`src/rtl/vga_pkg.sv`:
```
// Shared constants and helpers for the VGA layer arbiter.
// Holds the colour format, miss colour, rank-width helper, reset rank table
// and the configuration FSM state type.
package vga_pkg;

    localparam int unsigned COLOR_W    = 12;
    localparam logic [COLOR_W-1:0] BG_COLOR = 12'h000;
    localparam int unsigned MAX_LAYERS = 8;
    localparam int unsigned MISS_W     = 16;

    // Identity ordering: layer i starts with rank i.
    localparam int unsigned RESET_RANK [MAX_LAYERS] = '{0, 1, 2, 3, 4, 5, 6, 7};

    typedef enum logic {
        CFG_IDLE    = 1'b0,
        CFG_PENDING = 1'b1
    } cfg_state_e;

    // clog2 over the supported layer range (2..8), never below 1 bit.
    function automatic int unsigned rank_width(input int unsigned n);
        if (n <= 2) begin
            return 1;
        end else if (n <= 4) begin
            return 2;
        end else begin
            return 3;
        end
    endfunction

endpackage

```
`src/rtl/vga_prio_select.sv`:
```
// Combinational priority picker.
// Ports: valid_i/mask_i per-layer request and enable, rank_i packed ranks
// (rank 0 = highest priority); winner_o one-hot winner, hit_o any candidate.
module vga_prio_select
    import vga_pkg::*;
#(
    parameter int unsigned NUM_LAYERS = 4,
    parameter int unsigned RANK_W     = rank_width(NUM_LAYERS)
) (
    input  logic [NUM_LAYERS-1:0]        valid_i,
    input  logic [NUM_LAYERS-1:0]        mask_i,
    input  logic [NUM_LAYERS*RANK_W-1:0] rank_i,
    output logic [NUM_LAYERS-1:0]        winner_o,
    output logic                         hit_o
);

    logic [RANK_W-1:0] best_rank;

    // Strict less-than keeps the lower index on equal ranks.
    always_comb begin
        winner_o  = '0;
        hit_o     = 1'b0;
        best_rank = '0;
        for (int i = 0; i < int'(NUM_LAYERS); i++) begin
            if (valid_i[i] && mask_i[i] &&
                (!hit_o || (rank_i[i*RANK_W +: RANK_W] < best_rank))) begin
                winner_o    = '0;
                winner_o[i] = 1'b1;
                hit_o       = 1'b1;
                best_rank   = rank_i[i*RANK_W +: RANK_W];
            end
        end
    end

endmodule

```
`src/rtl/vga_layer_arbiter.sv`:
```
// Per-pixel layer arbiter for the VGA datapath.
// Ports: pixel_clk/reset (async, active-high); video_enable, frame_start
// timing from VGA_Top; layer_valid/layer_color per-layer pixels;
// cfg_valid/cfg_ready/cfg_rank/cfg_mask config handshake; cfg_pending config
// waiting for frame_start; color_data/grant registered winner; miss_count
// misses in the last completed frame.
module vga_layer_arbiter
    import vga_pkg::rank_width;
    import vga_pkg::RESET_RANK;
    import vga_pkg::MISS_W;
    import vga_pkg::cfg_state_e;
    import vga_pkg::CFG_IDLE;
    import vga_pkg::CFG_PENDING;
#(
    parameter int unsigned        NUM_LAYERS = 4,
    parameter int unsigned        COLOR_W    = vga_pkg::COLOR_W,
    parameter int unsigned        RANK_W     = rank_width(NUM_LAYERS),
    parameter logic [COLOR_W-1:0] BG_COLOR   = vga_pkg::BG_COLOR
) (
    input  logic                          pixel_clk,
    input  logic                          reset,
    input  logic                          video_enable,
    input  logic                          frame_start,
    input  logic [NUM_LAYERS-1:0]         layer_valid,
    input  logic [NUM_LAYERS*COLOR_W-1:0] layer_color,
    input  logic                          cfg_valid,
    output logic                          cfg_ready,
    input  logic [NUM_LAYERS*RANK_W-1:0]  cfg_rank,
    input  logic [NUM_LAYERS-1:0]         cfg_mask,
    output logic                          cfg_pending,
    output logic [COLOR_W-1:0]            color_data,
    output logic [NUM_LAYERS-1:0]         grant,
    output logic [MISS_W-1:0]             miss_count
);

    localparam logic [MISS_W-1:0] MISS_MAX = '1;

    function automatic logic [NUM_LAYERS*RANK_W-1:0] reset_ranks();
        logic [NUM_LAYERS*RANK_W-1:0] r;
        r = '0;
        for (int i = 0; i < int'(NUM_LAYERS); i++) begin
            r[i*RANK_W +: RANK_W] = RANK_W'(RESET_RANK[i]);
        end
        return r;
    endfunction

    localparam logic [NUM_LAYERS*RANK_W-1:0] RANK_RST = reset_ranks();

    cfg_state_e                   state_q, state_d;
    logic [NUM_LAYERS*RANK_W-1:0] shadow_rank_q, shadow_rank_d;
    logic [NUM_LAYERS-1:0]        shadow_mask_q, shadow_mask_d;
    logic [NUM_LAYERS*RANK_W-1:0] active_rank_q, active_rank_d;
    logic [NUM_LAYERS-1:0]        active_mask_q, active_mask_d;
    logic [COLOR_W-1:0]           color_q, color_d;
    logic [NUM_LAYERS-1:0]        grant_q, grant_d;
    logic [MISS_W-1:0]            run_q, run_d;
    logic [MISS_W-1:0]            miss_q, miss_d;

    logic [NUM_LAYERS-1:0]        winner;
    logic                         hit;
    logic [COLOR_W-1:0]           win_color;
    logic                         miss_c;

    vga_prio_select #(
        .NUM_LAYERS (NUM_LAYERS),
        .RANK_W     (RANK_W)
    ) u_prio_select (
        .valid_i  (layer_valid),
        .mask_i   (active_mask_q),
        .rank_i   (active_rank_q),
        .winner_o (winner),
        .hit_o    (hit)
    );

    // One-hot colour mux.
    always_comb begin
        win_color = '0;
        for (int i = 0; i < int'(NUM_LAYERS); i++) begin
            if (winner[i]) begin
                win_color = win_color | layer_color[i*COLOR_W +: COLOR_W];
            end
        end
    end

    // Pixel output; blanking forces black and is never a miss.
    always_comb begin
        color_d = '0;
        grant_d = '0;
        miss_c  = 1'b0;
        if (video_enable) begin
            if (hit) begin
                color_d = win_color;
                grant_d = winner;
            end else begin
                color_d = BG_COLOR;
                miss_c  = 1'b1;
            end
        end
    end

    // Miss counter; frame_start publishes and restarts, counting its own cycle.
    always_comb begin
        run_d  = run_q;
        miss_d = miss_q;
        if (frame_start) begin
            miss_d = run_q;
            run_d  = miss_c ? MISS_W'(1) : '0;
        end else if (miss_c && (run_q != MISS_MAX)) begin
            run_d = run_q + MISS_W'(1);
        end
    end

    // Config FSM: capture into shadow, apply at the next frame boundary.
    always_comb begin
        state_d       = state_q;
        shadow_rank_d = shadow_rank_q;
        shadow_mask_d = shadow_mask_q;
        active_rank_d = active_rank_q;
        active_mask_d = active_mask_q;
        case (state_q)
            CFG_IDLE: begin
                if (cfg_valid) begin
                    shadow_rank_d = cfg_rank;
                    shadow_mask_d = cfg_mask;
                    state_d       = CFG_PENDING;
                end
            end
            CFG_PENDING: begin
                if (frame_start) begin
                    active_rank_d = shadow_rank_q;
                    active_mask_d = shadow_mask_q;
                    state_d       = CFG_IDLE;
                end
            end
            default: state_d = CFG_IDLE;
        endcase
    end

    always_ff @(posedge pixel_clk or posedge reset) begin
        if (reset) begin
            state_q       <= CFG_IDLE;
            shadow_rank_q <= '0;
            shadow_mask_q <= '0;
            active_rank_q <= RANK_RST;
            active_mask_q <= '1;
            color_q       <= '0;
            grant_q       <= '0;
            run_q         <= '0;
            miss_q        <= '0;
        end else begin
            state_q       <= state_d;
            shadow_rank_q <= shadow_rank_d;
            shadow_mask_q <= shadow_mask_d;
            active_rank_q <= active_rank_d;
            active_mask_q <= active_mask_d;
            color_q       <= color_d;
            grant_q       <= grant_d;
            run_q         <= run_d;
            miss_q        <= miss_d;
        end
    end

    assign cfg_ready   = (state_q == CFG_IDLE);
    assign cfg_pending = (state_q == CFG_PENDING);
    assign color_data  = color_q;
    assign grant       = grant_q;
    assign miss_count  = miss_q;

endmodule
```
`config.mk`:
```
export PLATFORM = sky130hd
export DESIGN_NAME = vga_layer_arbiter
export DESIGN_NICKNAME = d
export VERILOG_FILES = /design/src/rtl/vga_pkg.sv /design/src/rtl/vga_prio_select.sv /design/src/rtl/vga_layer_arbiter.sv
export SDC_FILE = /design/constraint.sdc
export NUM_CORES = 1
export LEC_CHECK = 0
export BUFFER_PORTS_ARGS = -buffer_cell sky130_fd_sc_hd__buf_2
export CAP_MARGIN = 0
export CORE_UTILIZATION = 58
export CTS_BUF_LIST = sky130_fd_sc_hd__clkbuf_8
export CTS_CLUSTER_SIZE = 12
export DETAILED_ROUTE_END_ITERATION = 10
export HOLD_SLACK_MARGIN = 0.02
export PLACE_DENSITY = 0.88
export SKIP_CTS_REPAIR_TIMING = 1
export SLEW_MARGIN = 20
export SYNTH_ARGS = -nofsm -noshare
export SYNTH_HDL_FRONTEND = slang
export SYNTH_SLANG_ARGS = --single-unit
```
`constraint.sdc`:
```
create_clock -name pixel_clk -period 9.95 [get_ports pixel_clk]
set_input_delay 2.4875 -clock pixel_clk [delete_from_list [all_inputs] [get_ports pixel_clk]]
set_output_delay 2.4875 -clock pixel_clk [all_outputs]
set_load 0.01 [all_outputs]
```
==> metrics.md, run 1 <==
| Metric | Value |
|---|---|
| Initial antenna violation count | `0` |
| Via count | `2920` |
| DR DRC count | `0` |
| Clock sinks | `73` |
| Die area | `6300 sq um` |
| Total grt overflow | `0` |
| Part of the power in registers | `44.3%` |
| Synth area leaders | `dfrtp_1 (47%), mux2_2 (14%), dfstp_2 (6.1%)` |
| R2r setup slk | `4600 ps` |
| Routed WL | `8100 um` |
| Crit path DAT | `7210 ps` |
| Cells after Synth | `304` |
| Yosys warnings | `0` |
| Avg Inst Size Synth | `11.4 sq um` |
| Unique masters post-synth | `49` |
| Switch Pwr | `0.000294 W` |
| Most frequent cell after synthesis | `dfrtp_1` |
| Crit share post-route | `70.9%` |
| Crit. End Element | `register` |
| Slew headroom | `35.6%` |
| Final Setup Violations | `0` |
| RSZ-0062 raised after global routing | `false` |
| Adder-cell share of the synthesized area | `1.44%` |
| Ant. Diodes | `0` |
| Critical Path Start Type | `primary input` |
| Simple-gate area share of the yosys netlist | `10.9%` |
| Crit path max fanout | `15` |
| Crit Path Category | `in2reg` |
| Post-Synth XOR/XNOR Area | `1.26%` |
| Final antenna-violating net count | `0` |
| Leak pwr | `2.11 nW` |
| Placed cells | `461` |
| DP Wirelength | `5640 um` |
| Wire length per cell | `17.0 um` |
| Num ports | `103` |
| Compound-gate portion of the synthesized area | `14.9%` |
| Starting Density | `61.5%` |
| Number of port buffers | `102` |
| Final Max Tran Viols | `0` |
| Synth-to-Final Area Change | `21.6%` |
| Later-pin clock latency in the skew report | `350 ps` |
| Share of the synthesized area in the top cell type | `46.9%` |
| TNS Setup | `0 ps` |
| Nets | `473` |
| Largest family of logic cells by synthesized area | `compound AO/OA/AOI/OAI gates` |
| Max Freq | `0.142 GHz` |
| Register area share after synthesis | `52.9%` |
| Endpoints failing hold | `0` |
| Initial DRC count | `221` |
| Synthesis-stage register bit count | `73` |
| Required time worst endpoint | `10110 ps` |
| Largest net degree at the start of global routing | `74` |
| R2r worst-path depth | `15` |
| GRT Resource Usage Total | `27.1%` |
| Post-Syn Area | `3470 sq um` |
| EDFF count, synth | `0` |
| Net Sw Frac | `32.2%` |
| Mux contribution to synthesized area | `13.9%` |
| Non-Filler Instances | `477` |
| Commonest cells post-synth | `dfrtp_1 (65), mux2_2 (42), nor2_1 (27)` |
| Detailed Routing Iterations Pass 1 | `6` |
| Main synth FF type | `dfrtp_1` |
| Htree depth | `3` |
| Least-Margin Pin Slew | `965 ps` |
| Hold Crit Class | `reg2reg` |
| CTS buffer count | `9` |
| Die height | `79.3 um` |
| Hold Crit Depth | `1` |
| Core ar. | `5640 sq um` |
| CTS tree | `built` |
| Pwr Total | `0.000911 W` |
| Vias in the first global route | `2705` |
| Syn Nets | `377` |
| Clock Skews | `10.6 ps` |
| Share of cells above drive strength 1 | `43.5%` |
| Comb pwr share | `28.0%` |
| Root buf cell | `clkbuf_8` |
| First-pass GRT wire length | `12900 um` |
| Worst VDD drop | `0.000175 V` |
| Final Wtd Congestion | `0.893` |
| Max_cap viols | `0` |
| Die width | `79.3 um` |
| Cell Int Power | `0.000617 W` |
| Clock-pin transition on the worst setup and hold timing paths | `70 ps` |
| Pwr dens | `216 nW/um^2` |
| Async SR Flop Fraction | `100%` |
| Clock power share | `27.7%` |
| Clock Tree Buf Depth | `2` |
| Status | `completed` |
| Vias/cell | `6.12` |
| Yosys top cell by area | `dfrtp_1` |
| Row cnt | `27` |
| Min Clock Period, post-route | `7060 ps` |
registers in the layout (all words and copies together) (netlist names):
signal	count
active_mask_q	4
active_rank_q	8
cfg_pending	1
run_q	16
grant	4
miss_count	16
color_data	12
shadow_rank_q	8
shadow_mask_q	4
kinds of logic (layout without fill, tap and decap cells):
logic type | Yosys count | after routing
AO/OA/AOI/OAI | 65 | 65
buffers and inverters | 39 | 140
XOR/XNOR | 5 | 5
AND/OR/NAND/NOR | 75 | 75
multiplexers | 43 | 43
adder cells (fa/ha/maj) | 4 | 4
flip-flops | 73 | 73
critical path, cell delays in order:
cell	delay [ps]
buf_2	160
nand3_1	110
ha_1	300
o211ai_1	270
o211a_1	490
mux2_2	410
ha_1	300
nor2_1	80
a211o_1	250
o21ai_2	500
o21ai_0	180
ha_1	220
or3_1	370
o32ai_1	350
or3_1	510
o32ai_1	200
placed cells by master, fill, tap and decap left out, types with 3 or more instances in the layout:
| cell type | synthesis | final |
|---|---|---|
| buf_2 | 1 | 102 |
| a221oi_1 | 12 | 12 |
| nor2_1 | 27 | 27 |
| o32ai_1 | 13 | 13 |
| or4_1 | 6 | 6 |
| o21ai_0 | 3 | 3 |
| inv_1 | 21 | 21 |
| ha_1 | 4 | 4 |
| mux2_2 | 42 | 42 |
| and3_1 | 4 | 4 |
| dfstp_2 | 8 | 8 |
| clkbuf_8 | 0 | 9 |
| or3_1 | 3 | 3 |
| xnor2_1 | 3 | 3 |
| a21oi_1 | 8 | 8 |
| o211ai_1 | 3 | 3 |
| and4_1 | 3 | 3 |
| dfrtp_1 | 65 | 65 |
| nand3_1 | 10 | 10 |
| o31ai_1 | 6 | 6 |
| nand2_1 | 13 | 13 |
stage by stage:
step           utilization, %  hold WS [ps]  setup WS (ps)  cell area [sq um]
2_1_floorplan               -           477           3420               3470
3_3_place_gp             70.8           484           2670               3990
3_5_place_dp             70.8           491           2340               3990
4_1_cts                  74.7           510           2650               4210
5_1_grt                  74.8           525           2600               4220
6_report                 74.8           505           2890               4220
power by group through the flow:
stage	combinational [W]	clock, W	sequential [W]
finish	0.000255	0.000252	0.000403
global route	0.000280	0.000269	0.000409
CTS	0.000251	0.000257	0.000401
detailed placement	0.000248	0	0.000407
global placement	0.000232	0	0.000403
floorplan	0.000169	0	0.000403
metal layers:
layer / global-route usage [%] / share of wire (%) / up-vias / wire (um)
li1: - / - / 1320 / -
met1: 34.6 / 41 / 1441 / 3360
met2: 44.1 / 50 / 137 / 4080
met3: 6.55 / 5.4 / 22 / 440
met4: 11.6 / 2.6 / 0 / 214
met5: 0 / 0 / - / 0
layout make-up:
class                   instances  area (sq um)
clock inverters                 7          93.8
fillers                       383          1420
clock buffers                   9           124
multi-input cells             192          1480
flip-flops and latches         73          1840
repair buffers                103           518
well taps                      72          90.1
inverters                      21          78.8
final timing paths:
check                                              from                            to
setup reg to reg           active_mask_q[0]$_DFFE_PP1P_      color_data[10]$_DFF_PP0_
min in group asynchronous                         reset          run_q[9]$_DFFE_PP0P_
hold / removal             shadow_rank_q[7]$_DFFE_PP0P_  shadow_rank_q[7]$_DFFE_PP0P_
setup / recovery                         layer_valid[0]      color_data[10]$_DFF_PP0_
hold reg to reg            shadow_rank_q[7]$_DFFE_PP0P_  shadow_rank_q[7]$_DFFE_PP0P_
max in group asynchronous                         reset  shadow_mask_q[3]$_DFFE_PP0P_
No activity file was read; power rests on OpenSTA's default activity.
==> run 2: changes to the inputs <==
--- a/config.mk
+++ b/config.mk
@@ -7,12 +7,12 @@
 export LEC_CHECK = 0
 export BUFFER_PORTS_ARGS = -buffer_cell sky130_fd_sc_hd__buf_2
 export CAP_MARGIN = 0
-export CORE_UTILIZATION = 58
+export CORE_UTILIZATION = 53
 export CTS_BUF_LIST = sky130_fd_sc_hd__clkbuf_8
 export CTS_CLUSTER_SIZE = 12
 export DETAILED_ROUTE_END_ITERATION = 10
 export HOLD_SLACK_MARGIN = 0.02
-export PLACE_DENSITY = 0.88
+export PLACE_DENSITY = 0.82
 export SKIP_CTS_REPAIR_TIMING = 1
 export SLEW_MARGIN = 20
 export SYNTH_ARGS = -nofsm -noshare
==> constraint.sdc (replaced) <==
create_clock -name pixel_clk -period 7 [get_ports pixel_clk]
set_input_delay 1.75 -clock pixel_clk [delete_from_list [all_inputs] [get_ports pixel_clk]]
set_output_delay 1.75 -clock pixel_clk [all_outputs]
set_load 0.01 [all_outputs]
==> metrics.md, run 2 (synthesis gave the netlist of run 1 again) <==
| Metric | Value |
|---|---|
| DR DRC count | `0` |
| Hold_sp | `miss_count[10]$_DFFE_PP0P_` |
| Worst VDD drop | `0.000204 V` |
| R2r worst-path depth | `17` |
| Min Clock Period, post-route | `6200 ps` |
| R2r setup slk | `1750 ps` |
| Critical Path Start Type | `primary input` |
| Ant. Diodes | `0` |
| Starting Density | `54.6%` |
| Clock Skews | `10.1 ps` |
| Worst path max stage delay | `510 ps` |
| Detailed Routing Iterations Pass 1 | `5` |
| Htree depth | `3` |
| R2R Path Start | `active_mask_q[0]$_DFFE_PP1P_` |
| Setup WS pre-CTS | `578 ps` |
| Total grt overflow | `0` |
| RSZ-0062 raised after global routing | `false` |
| Pwr dens | `312 nW/um^2` |
| Wire length per cell | `16.1 um` |
| Row cnt | `29` |
| Clock-pin transition on the worst setup and hold timing paths | `80 ps` |
| TNS Setup | `0 ps` |
| Worst path bufs/invs | `2` |
| Final Wtd Congestion | `0.955` |
| Number of port buffers | `102` |
| Most frequent cells in the layout | `buf_2 (102), dfrtp_1 (65), mux2_2 (42)` |
| Nets | `474` |
| Clock sinks | `73` |
| Num ports | `103` |
| Core ar. | `6350 sq um` |
| Most common cell after layout, fill and taps aside | `buf_2` |
| Die height | `82.9 um` |
| First-pass GRT wire length | `12900 um` |
| Crit path max fanout | `15` |
| CTS buffer count | `9` |
| Leak pwr | `2.13 nW` |
| DP Wirelength | `5490 um` |
| Max_cap viols | `0` |
| Worst path cell trace | `buf_2 -> nand3_1 -> ha_1 -> o211ai_1 -> o211a_1 -> mux2_2 -> ha_1 -> nor2_1 -> o311a_1 -> o21ai_1 -> buf_4 -> nand2_1 -> o21ai_0 -> ha_1 -> or3_1 -> o32ai_1 -> or3_1 -> o32ai_1` |
| Least-Margin Pin Slew | `968 ps` |
| Vias/cell | `5.91` |
| Clock Tree Buf Depth | `2` |
| Hold Crit Class | `reg2reg` |
| Hold EP | `miss_count[10]$_DFFE_PP0P_` |
| CP top delay family | `compound AO/OA/AOI/OAI gates` |
| Initial antenna violation count | `0` |
| Die area | `6870 sq um` |
| Largest net degree at the start of global routing | `74` |
| CTS tree | `built` |
| Setup slack after layout | `801 ps` |
| Share of cells above drive strength 1 | `43.3%` |
| WHS | `501 ps` |
| Required time worst endpoint | `7160 ps` |
| Max Freq | `0.161 GHz` |
| Final instance area | `4250 sq um` |
| Later-pin clock latency in the skew report | `340 ps` |
| Crit Path Category | `in2reg` |
| Post-placement cell area | `4010 sq um` |
| Endpoints failing hold | `0` |
| Routed WL | `7780 um` |
| Pwr Total | `0.00133 W` |
| GRT Resource Usage Total | `23.1%` |
| Max stage delay cell, worst path | `o211a_1` |
| Hold Crit Depth | `1` |
| Crit share post-route | `88.6%` |
| Crit path top cell by count | `ha_1` |
| Root buf cell | `clkbuf_8` |
| Final Setup Violations | `0` |
| Crit. End Element | `register` |
| Crit path DAT | `6360 ps` |
| Status | `completed` |
| Vias in the first global route | `2729` |
| Slew headroom | `35.3%` |
| Initial DRC count | `226` |
| Synth-to-Final Area Change | `22.6%` |
| Reg2Reg Capture Point | `color_data[5]$_DFF_PP0_` |
| Die width | `82.9 um` |
| Final Max Tran Viols | `0` |
| Via count | `2856` |
| Final antenna-violating net count | `0` |
run 2: cell count changes in the layout (fill, tap and decap cells not counted):
| cell | change |
|---|---|
| clkinv_2 | -1 |
| o21ai_1 | +1 |
| buf_4 | +1 |
| clkinv_4 | +1 |
| inv_6 | -1 |
| o21ai_2 | -1 |
| bufinv_16 | +1 |
run 2: cell type report:
class	count	area, sq um
inverter	21	78.8
clock buffer	9	124
clock inverter	7	119
tap	77	96.3
multi-input combinational	192	1470
sequential	73	1840
timing repair buffer	104	526
fill	492	2100
run 2: power by group:
group | switching (W) | total, W | internal, W | leakage (nW)
registers | 0.0000583 | 0.000573 | 0.000515 | 0.945
clock network | 0.000160 | 0.000397 | 0.000237 | 0.121
logic | 0.000194 | 0.000356 | 0.000162 | 1.06
run 2: worst max-delay path by stage:
stage,startpoint,to,slack (ps),cells after the start
CTS,layer_valid[0],color_data[11]$_DFF_PP0_,910,18
global route,layer_valid[0],color_data[8]$_DFF_PP0_,550,18
floorplan,layer_valid[0],color_data[10]$_DFF_PP0_,1210,18
detailed placement,layer_valid[0],color_data[11]$_DFF_PP0_,580,18
global placement,layer_valid[0],color_data[7]$_DFF_PP0_,910,17
finish,layer_valid[0],color_data[5]$_DFF_PP0_,800,18
run 2: stage by stage:
step | std cells | util (%)
6_report | 483 | 67.0
5_1_grt | 483 | 67.0
4_1_cts | 483 | 66.9
3_5_place_dp | 467 | 63.1
3_3_place_gp | 467 | 63.1
2_1_floorplan | 304 | -
run 2: per-layer routing:
metal / vias to the layer above / routed length, um / global-route usage (%)
li1: 1328 / - / -
met1: 1397 / 3430 / 31.4
met2: 106 / 3720 / 35.9
met3: 25 / 388 / 4.57
met4: 0 / 244 / 10.5
met5: - / 0 / 0
==> run 3: changes to the inputs <==
--- a/config.mk
+++ b/config.mk
@@ -8,7 +8,7 @@
 export BUFFER_PORTS_ARGS = -buffer_cell sky130_fd_sc_hd__buf_2
 export CAP_MARGIN = 0
 export CORE_UTILIZATION = 53
-export CTS_BUF_LIST = sky130_fd_sc_hd__clkbuf_8
+export CTS_BUF_LIST = sky130_fd_sc_hd__clkbuf_4
 export CTS_CLUSTER_SIZE = 12
 export DETAILED_ROUTE_END_ITERATION = 10
 export HOLD_SLACK_MARGIN = 0.02
==> metrics.md, run 3 (synthesis gave the netlist of run 1 again) <==
| Metric | Value |
|---|---|
| Htree depth | `3` |
| CTS buffer count | `9` |
| Initial DRC count | `263` |
| Die height | `82.9 um` |
| Final Wtd Congestion | `0.955` |
| Core ar. | `6350 sq um` |
| Cell Int Power | `0.000863 W` |
| Required time worst endpoint | `7240 ps` |
| Fill cells | `497` |
| Non-Filler Instances | `483` |
| R2r worst-path depth | `17` |
| Later-pin clock latency in the skew report | `410 ps` |
| Max Freq | `0.164 GHz` |
| Die width | `82.9 um` |
| Clock Tree Buf Depth | `2` |
| Most frequent cells in the layout | `buf_2 (102), dfrtp_1 (65), mux2_2 (42)` |
| Crit. End Element | `register` |
| Vias/cell | `5.99` |
| Initial antenna violation count | `0` |
| Crit Path Category | `in2reg` |
| Row cnt | `29` |
| Detailed Routing Iterations Pass 1 | `7` |
| Register area | `1840 sq um` |
| Status | `completed` |
| Routed wl met2 | `3700 um` |
| Clock sinks | `73` |
| Final Max Tran Viols | `0` |
| Share of cells above drive strength 1 | `43.3%` |
| Part of the power in registers | `45.3%` |
| Met1 WL | `3340 um` |
| DR DRC count | `0` |
| Crit path DAT | `6320 ps` |
| Highest Signal Layer | `met4` |
| DP Wirelength | `5490 um` |
| Final Setup Violations | `0` |
| Clock Skews | `15.5 ps` |
| Total grt overflow | `0` |
| Comb pwr share | `28.1%` |
| Crit path max fanout | `15` |
| Num ports | `103` |
| TNS Setup | `0 ps` |
| Starting Density | `54.6%` |
| Final antenna-violating net count | `0` |
| Switch Pwr | `0.000401 W` |
| Pwr dens | `301 nW/um^2` |
| Hold Crit Depth | `1` |
| Slew headroom | `28.1%` |
| Placed cells | `467` |
| Hold Crit Class | `reg2reg` |
| Largest net degree at the start of global routing | `74` |
| Routed WL | `7690 um` |
| RSZ-0062 raised after global routing | `false` |
| Ant. Diodes | `0` |
| Wire length per cell | `15.9 um` |
| Vias in the first global route | `2729` |
| Critical Path Start Type | `primary input` |
| Area of the multi-input gates | `1470 sq um` |
| CTS tree | `built` |
| Number of port buffers | `102` |
| Worst VDD drop | `0.000209 V` |
| Via count | `2893` |
| Leak pwr | `2.10 nW` |
| Max_cap viols | `0` |
| Most common cell after layout, fill and taps aside | `buf_2` |
| Clock power share | `26.6%` |
| First-pass GRT wire length | `12900 um` |
| GRT Resource Usage Total | `22.8%` |
| Least-Margin Pin Slew | `1080 ps` |
| Nets | `474` |
| Met3 Wirelength | `391 um` |
| Root buf cell | `clkbuf_4` |
| Synth-to-Final Area Change | `21.0%` |
| Net Sw Frac | `31.7%` |
| Min Clock Period, post-route | `6080 ps` |
| Endpoints failing hold | `0` |
| Crit share post-route | `86.9%` |
| Clock-pin transition on the worst setup and hold timing paths | `120 ps` |
| Die area | `6870 sq um` |
==> run 3: worst paths after layout <==
kind                                                    from                    endpoint  slack, ps
worst min register to register    miss_count[10]$_DFFE_PP0P_  miss_count[10]$_DFFE_PP0P_        510
max in group asynchronous                              reset       cfg_pending$_DFF_PP0_       4840
worst min-delay path              miss_count[10]$_DFFE_PP0P_  miss_count[10]$_DFFE_PP0P_        510
worst max-delay path                          layer_valid[0]     color_data[5]$_DFF_PP0_        920
worst max register to register  active_mask_q[0]$_DFFE_PP1P_     color_data[5]$_DFF_PP0_       1780
min in group asynchronous                              reset  miss_count[11]$_DFFE_PP0P_       1600
==> run 3: routing by layer <==
metal	up-vias	GRT usage (%)
met2	127	35.5
met5	-	0
li1	1324	-
met3	30	3.68
met4	0	11.4
met1	1412	31.2
==> run 3: power groups by stage <==
| stage | sequential [W] | clock, W | combinational, W |
|---|---|---|---|
| floorplan | 0.000573 | 0 | 0.000240 |
| global placement | 0.000573 | 0 | 0.000334 |
| detailed placement | 0.000578 | 0 | 0.000350 |
| CTS | 0.000570 | 0.000345 | 0.000354 |
| global route | 0.000581 | 0.000362 | 0.000391 |
| finish | 0.000572 | 0.000337 | 0.000355 |
==> run 3: metrics by stage <==
stage	hold WS (ps)	util, %	power (W)	area (sq um)	worst slack (ps)
6_report	511	66.1	0.00126	4200	919
5_1_grt	531	66.1	0.00133	4200	638
4_1_cts	517	66.1	0.00127	4200	998
3_5_place_dp	491	63.1	0.000929	4010	578
3_3_place_gp	484	63.1	0.000907	4010	914
2_1_floorplan	477	-	0.000814	3470	1210
==> run 3: worst max-delay path, stage by stage <==
cell and delay (ps):
buf_2 160, nand3_1 140, ha_1 330, o211ai_1 270, o211a_1 500, mux2_2 410
ha_1 280, nor2_1 220, o311a_1 260, o21ai_1 80, buf_4 190, nand2_1 70
o21ai_0 90, ha_1 210, or3_1 370, o32ai_1 320, or3_1 480, o32ai_1 190
==> run 3: cell type report <==
cell class,instances,share of cell area (%)
clock buffer,10,1.79
sequential,73,43.8
tap,77,2.30
clock inverter,6,2.74
inverter,21,1.88
timing repair buffer,104,12.5
multi-input combinational,192,35.0
